## config.mk

```make
export PLATFORM = sky130hd
export DESIGN_NAME = toggle_decoder
export DESIGN_NICKNAME = d
export VERILOG_FILES = /design/src/rtl/toggle_pkg.sv /design/src/rtl/toggle_sync.sv /design/src/rtl/toggle_decoder.sv
export SDC_FILE = /design/constraint.sdc
export NUM_CORES = 1
export LEC_CHECK = 0
export ABC_AREA = 1
export BUFFER_PORTS_ARGS = -buffer_cell sky130_fd_sc_hd__buf_2
export CAP_MARGIN = 5
export CELL_PAD_IN_SITES_DETAIL_PLACEMENT = 0
export CELL_PAD_IN_SITES_GLOBAL_PLACEMENT = 1
export CORE_UTILIZATION = 39
export CTS_CLUSTER_SIZE = 12
export DETAILED_ROUTE_END_ITERATION = 10
export HOLD_SLACK_MARGIN = 0.12
export PLACE_DENSITY = 0.84
export SETUP_SLACK_MARGIN = 0.5
export SYNTH_ARGS = -nofsm -noshare
export SYNTH_HDL_FRONTEND = slang
export SYNTH_SLANG_ARGS = --single-unit
```

## constraint.sdc

```tcl
create_clock -name clk -period 1.7 [get_ports clk]
set_input_delay 0.085 -clock clk [delete_from_list [all_inputs] [get_ports clk]]
set_output_delay 0.085 -clock clk [all_outputs]
set_load 0.1 [all_outputs]
```

## src/rtl/toggle_pkg.sv

```systemverilog
// Shared constants and output-state encoding for the toggle line-code decoder.
package toggle_pkg;

    localparam int unsigned DEF_WIDTH = 8;
    localparam int unsigned DEF_CNT_W = $clog2(DEF_WIDTH);

    typedef enum logic {
        ST_EMPTY = 1'b0,
        ST_FULL  = 1'b1
    } out_state_t;

endpackage

```

## src/rtl/toggle_sync.sv

```systemverilog
// Two-flop synchroniser for one asynchronous level, reset to 0.
module toggle_sync (
    input  logic clk,
    input  logic rst_n,
    input  logic d,
    output logic q
);

    logic meta;

    always_ff @(posedge clk or negedge rst_n) begin
        if (!rst_n) begin
            meta <= 1'b0;
            q    <= 1'b0;
        end else begin
            meta <= d;
            q    <= meta;
        end
    end

endmodule

```

## src/rtl/toggle_decoder.sv

```systemverilog
// Toggle line-code receiver: recovers t = q_in ^ q_prev on each strobe, packs words MSB-first.
// Define TOGGLE_DECODER_SYNC_EN to pass q_in/bit_en through 2-flop synchronisers (+2 cycles).
module toggle_decoder
    import toggle_pkg::*;
#(
    parameter int unsigned WIDTH = DEF_WIDTH
) (
    input  logic             clk,
    input  logic             rst_n,
    input  logic             q_in,
    input  logic             bit_en,
    input  logic             clr,
    output logic [WIDTH-1:0] data_out,
    output logic             data_valid,
    input  logic             data_ready,
    output logic             overrun
);

    localparam int unsigned CNT_W = $clog2(WIDTH);

    logic q_s;
    logic en_s;

`ifdef TOGGLE_DECODER_SYNC_EN
    toggle_sync u_sync_q (
        .clk   (clk),
        .rst_n (rst_n),
        .d     (q_in),
        .q     (q_s)
    );

    toggle_sync u_sync_en (
        .clk   (clk),
        .rst_n (rst_n),
        .d     (bit_en),
        .q     (en_s)
    );
`else
    assign q_s  = q_in;
    assign en_s = bit_en;
`endif

    logic             q_prev;
    logic [WIDTH-2:0] shift;
    logic [CNT_W-1:0] bit_cnt;
    out_state_t       state;

    logic             t_rec;
    logic             word_done;
    logic             accept;
    logic [WIDTH-1:0] word;

    assign t_rec      = q_s ^ q_prev;
    assign word_done  = en_s && (bit_cnt == CNT_W'(WIDTH - 1));
    assign word       = {shift, t_rec};
    assign accept     = (state == ST_FULL) && data_ready;
    assign data_valid = (state == ST_FULL);

    // Bit recovery, word packing and EMPTY/FULL holding register.
    always_ff @(posedge clk or negedge rst_n) begin
        if (!rst_n) begin
            q_prev   <= 1'b0;
            shift    <= '0;
            bit_cnt  <= '0;
            data_out <= '0;
            state    <= ST_EMPTY;
            overrun  <= 1'b0;
        end else if (clr) begin
            q_prev  <= q_s;
            shift   <= '0;
            bit_cnt <= '0;
            state   <= ST_EMPTY;
            overrun <= 1'b0;
        end else begin
            if (en_s) begin
                q_prev  <= q_s;
                shift   <= word[WIDTH-2:0];
                bit_cnt <= word_done ? '0 : bit_cnt + CNT_W'(1);
            end
            // A completed word is loaded if the register is free this edge, otherwise dropped.
            if (word_done) begin
                if ((state == ST_EMPTY) || accept) begin
                    data_out <= word;
                    state    <= ST_FULL;
                end else begin
                    overrun  <= 1'b1;
                end
            end else if (accept) begin
                state <= ST_EMPTY;
            end
        end
    end

endmodule

```

==> results <==
- The run finished with clean final reports.
- In the synthesized netlist, the cells that appear most often are nand2_1, dfrtp_1, inv_1, nand3_1.
- The first-pass GRT wire length is 2.870 mm.
- The maximum buffer depth of the clock tree is 2.
- In the post-synthesis netlist, the cell with the most instances is nand2_1.
- The critical path goes through ha_2, ha_4, nand2_4, nor2_4, nand2_4, nand2_1, nand2_1.
- The slowest cell on the critical path is dfrtp_1.
- Hold timing on the final database bottoms out at a slack of 116.1 ps.
- After detailed routing, the average wire length per cell comes to 10.95 um.
- The synthesized area divided by synthesized cell count is 9.140 um^2.
- The insertion delay to the later sink of the worst-skew pair is 300 ps.
- The synthesis-to-layout area growth is 33.57%.
- The synthesized instance count is 95.
- The data arrival time of the worst path is 1480 ps.
- The number of violations of the max-capacitance limit is 0.
- The maximum single-stage delay on the critical path is 370 ps.
- The number of buffers created by CTS is 3.
- The port buffer count is 15.
- The power consumption is 0.8180 mW.
- Summed over all layers, the routed wires come to 1.642 mm.
- The HPWL after detailed placement is 1.129 mm.
- The number of max-slew violations in the final report was 0.
- The most critical setup path has its startpoint at bit_cnt[1].
- The type of the worst setup path is flop to flop.
- VDD sags by at most 0.0004448 V.
- The number of remaining DRC errors is 0.
- For the worst setup path, the data required time is 1900 ps.
- The die is 49.19 um wide.
- Setup repair after global routing could not meet its margin everywhere.
- The pin count of the biggest net entering global routing is 22.
- The clock sink total is 21.
- The cell chosen for the clock root is clkbuf_4.
- Counting distinct cell types in the post-synthesis netlist gives 14.
- The final critical-path required period is 1281 ps.
- In this run the biggest area consumer among cell types represents 60.52% of the synthesized area.
- The length of the first detailed-routing pass in iterations is 4.
- The actual slew at the worst max-slew pin is 482.1 ps.
- The total count of hold-check failures in the final report is 0.
- The tightest min-delay check is of the input pin to flop type.
- The count of final setup violators is 0.
- The total congestion overflow is 0.
- The proportion of register bits with asynchronous set or reset after synthesis is 100.0%.
- The power density of the placed cells is 705.2 nW/um^2.
- The net count of the finished layout is 132.
- For hold timing, the worst endpoint is bit_cnt[0].
- The critical register-to-register path endpoint is data_out[6].
- The CTS tree is yes.
- Headroom to the max-slew limit came out at 68.08%.
- The largest fanout of any net on the critical path is 8.
- Of the cells placed in the final design, the portion with a size suffix greater than 1 is 28.46%.
- The timing-limited maximum frequency is 780.9 MHz.
- The die covers 2419 um^2.
- The core region is 2022 um^2.
- The start point of the worst min-delay path is clr.
- Once the floorplan was initialized, standard cells occupied 42.95% of the core.
- The via count of the first global-routing pass was 667.
- Counting the fill cells in the layout gives 186.
- The count of flip-flops with a built-in enable after synthesis is 0.
- The final design utilization is 57.36%.
- The number of nets in the synthesized netlist is 103.
- Setup total negative slack on the finished layout was measured at 0 ps.
- The weighted congestion at the end of routability-driven global placement is 0.7854.
- The register clock-pin slew on the reported worst setup and hold paths is 120 ps.
- The row count is 16.
- Clock skew on the completed layout was measured at 3.738 ps.
- For this design the top-level I/O count stands at 16.
- For this run, the number of Yosys warnings is 0.
- The area of the mapped netlist is 868.3 um^2.
- The number of routed nets with antenna violations is 0.
- The analysis attributes to cell leakage a power of 0.5959 nW.
- The number of antenna violations at the first check in global routing is 0.
- The final critical-path share of the clock period is 75.33%.
- Summing over every cut layer, the via total after detailed routing is 681.
- For this run, the register share of the synthesized area comes to 60.52%.
- The cell type with the highest aggregate area in the netlist is dfrtp_1.
- The initial detailed-routing violation count is 18.
- Ranked by total cell area, the synthesized netlist is headed by dfrtp_1, nand2_1, inv_1.
- The source of the worst register-to-register timing path is bit_cnt[1].
- The main flop type after synthesis is dfrtp_1.
- Counting flops and latches in the post-synthesis netlist gives 21.
- In the final layout, flip-flops and latches occupy 530.5 um^2.
- In the final layout, the multi-input gates occupy 329.1 um^2.
- The worst setup path is launched from a flop.
- STA classifies the critical path endpoint as a flop.
- The overall die height is 49.19 um.
- The number of antenna diodes is 0.
- The total track usage is 15.53%.
- The H-tree depth is 1.
- Counting cells, the worst reg-to-reg path comes to 7.
- Along the worst hold path, the cell count comes to 4.
- The detail-routed via count per cell is 4.540.
- In this run the register-to-register setup slack is 420 ps.
==> area by class of cell <==
| type | count | share of cell area, % |
|---|---|---|
| clock buffers | 3 | 1.942 |
| clock inverters | 1 | 0.4315 |
| inverters | 13 | 4.207 |
| multi-input cells | 61 | 28.37 |
| flip-flops and latches | 21 | 45.74 |
| well taps | 27 | 2.913 |
| repair buffers | 24 | 16.40 |
==> per-layer routing <==
metal / part of all wire, % / wire [um] / global-route usage (%) / vias up
met5: 0 / 0 / 0 / -
met4: 0.79 / 13 / 4.412 / 0
met3: 2.4 / 40 / 2.804 / 2
met2: 47 / 772 / 25.11 / 11
met1: 50 / 816 / 21.12 / 309
li1: - / - / - / 359
==> metrics by stage <==
stage / setup slack [ps] / cell area, um^2 / instances
floorplan: 478.8 / 903.4 / 95
global placement: 430.8 / 1012 / 137
detailed placement: 408.7 / 1012 / 137
CTS: 429.6 / 1087 / 146
global route: 359.1 / 1160 / 150
finish: 419.5 / 1160 / 150
==> layout by cell type (no fill, tap or decap), drive strengths merged <==
cell and instances:
dlygate4sd3 5, nand4 2, o21ai 4, o22ai 4
inv 13, xor2 1, nor2 4, nand3 8
buf 11, dfrtp 21, clkinv 1, a21oi 2
nand2 34, ha 2, clkbuf 11
==> cells by family after synthesis <==
logic type | synth area share (%)
XOR/XNOR | 1.009
flip-flops | 60.52
AO/OA/AOI/OAI | 6.340
adder cells (fa/ha/maj) | 2.881
AND/OR/NAND/NOR | 23.63
buffers and inverters | 5.619
==> power by group <==
part	internal, mW	switching [mW]	leakage (nW)	total (mW)
clock network	0.0875	0.151	0.0177	0.238
logic	0.0245	0.0394	0.293	0.0639
registers	0.509	0.00673	0.285	0.516
==> registers in the layout (all words and copies together), names as in the netlist <==
register and count:
data_valid 1, bit_cnt 3, shift 7, data_out 8
q_prev 1, overrun 1
==> worst max-delay path by stage <==
| stage | endpoint | cells past startpoint |
|---|---|---|
| floorplan | data_out[0] | 7 |
| global placement | data_out[0] | 7 |
| detailed placement | data_out[1] | 7 |
| CTS | data_out[6] | 7 |
| global route | data_out[1] | 7 |
| finish | data_out[6] | 7 |
==> critical path, delay by kind of cell (launching register included) <==
family                   cells  cell delay, ps
AND/OR/NAND/NOR              5             480
flip-flops                   1             370
adder cells (fa/ha/maj)      2             340
==> timing repair <==
item	4_1_cts	5_1_grt
setup buffers	2	2
gates resized for setup	1	13
setup endpoints to repair	9	18
hold endpoints to repair	26	2
hold buffers	3	2
pin swaps	6	5
Note: power is estimated with default switching activity, not from simulation.
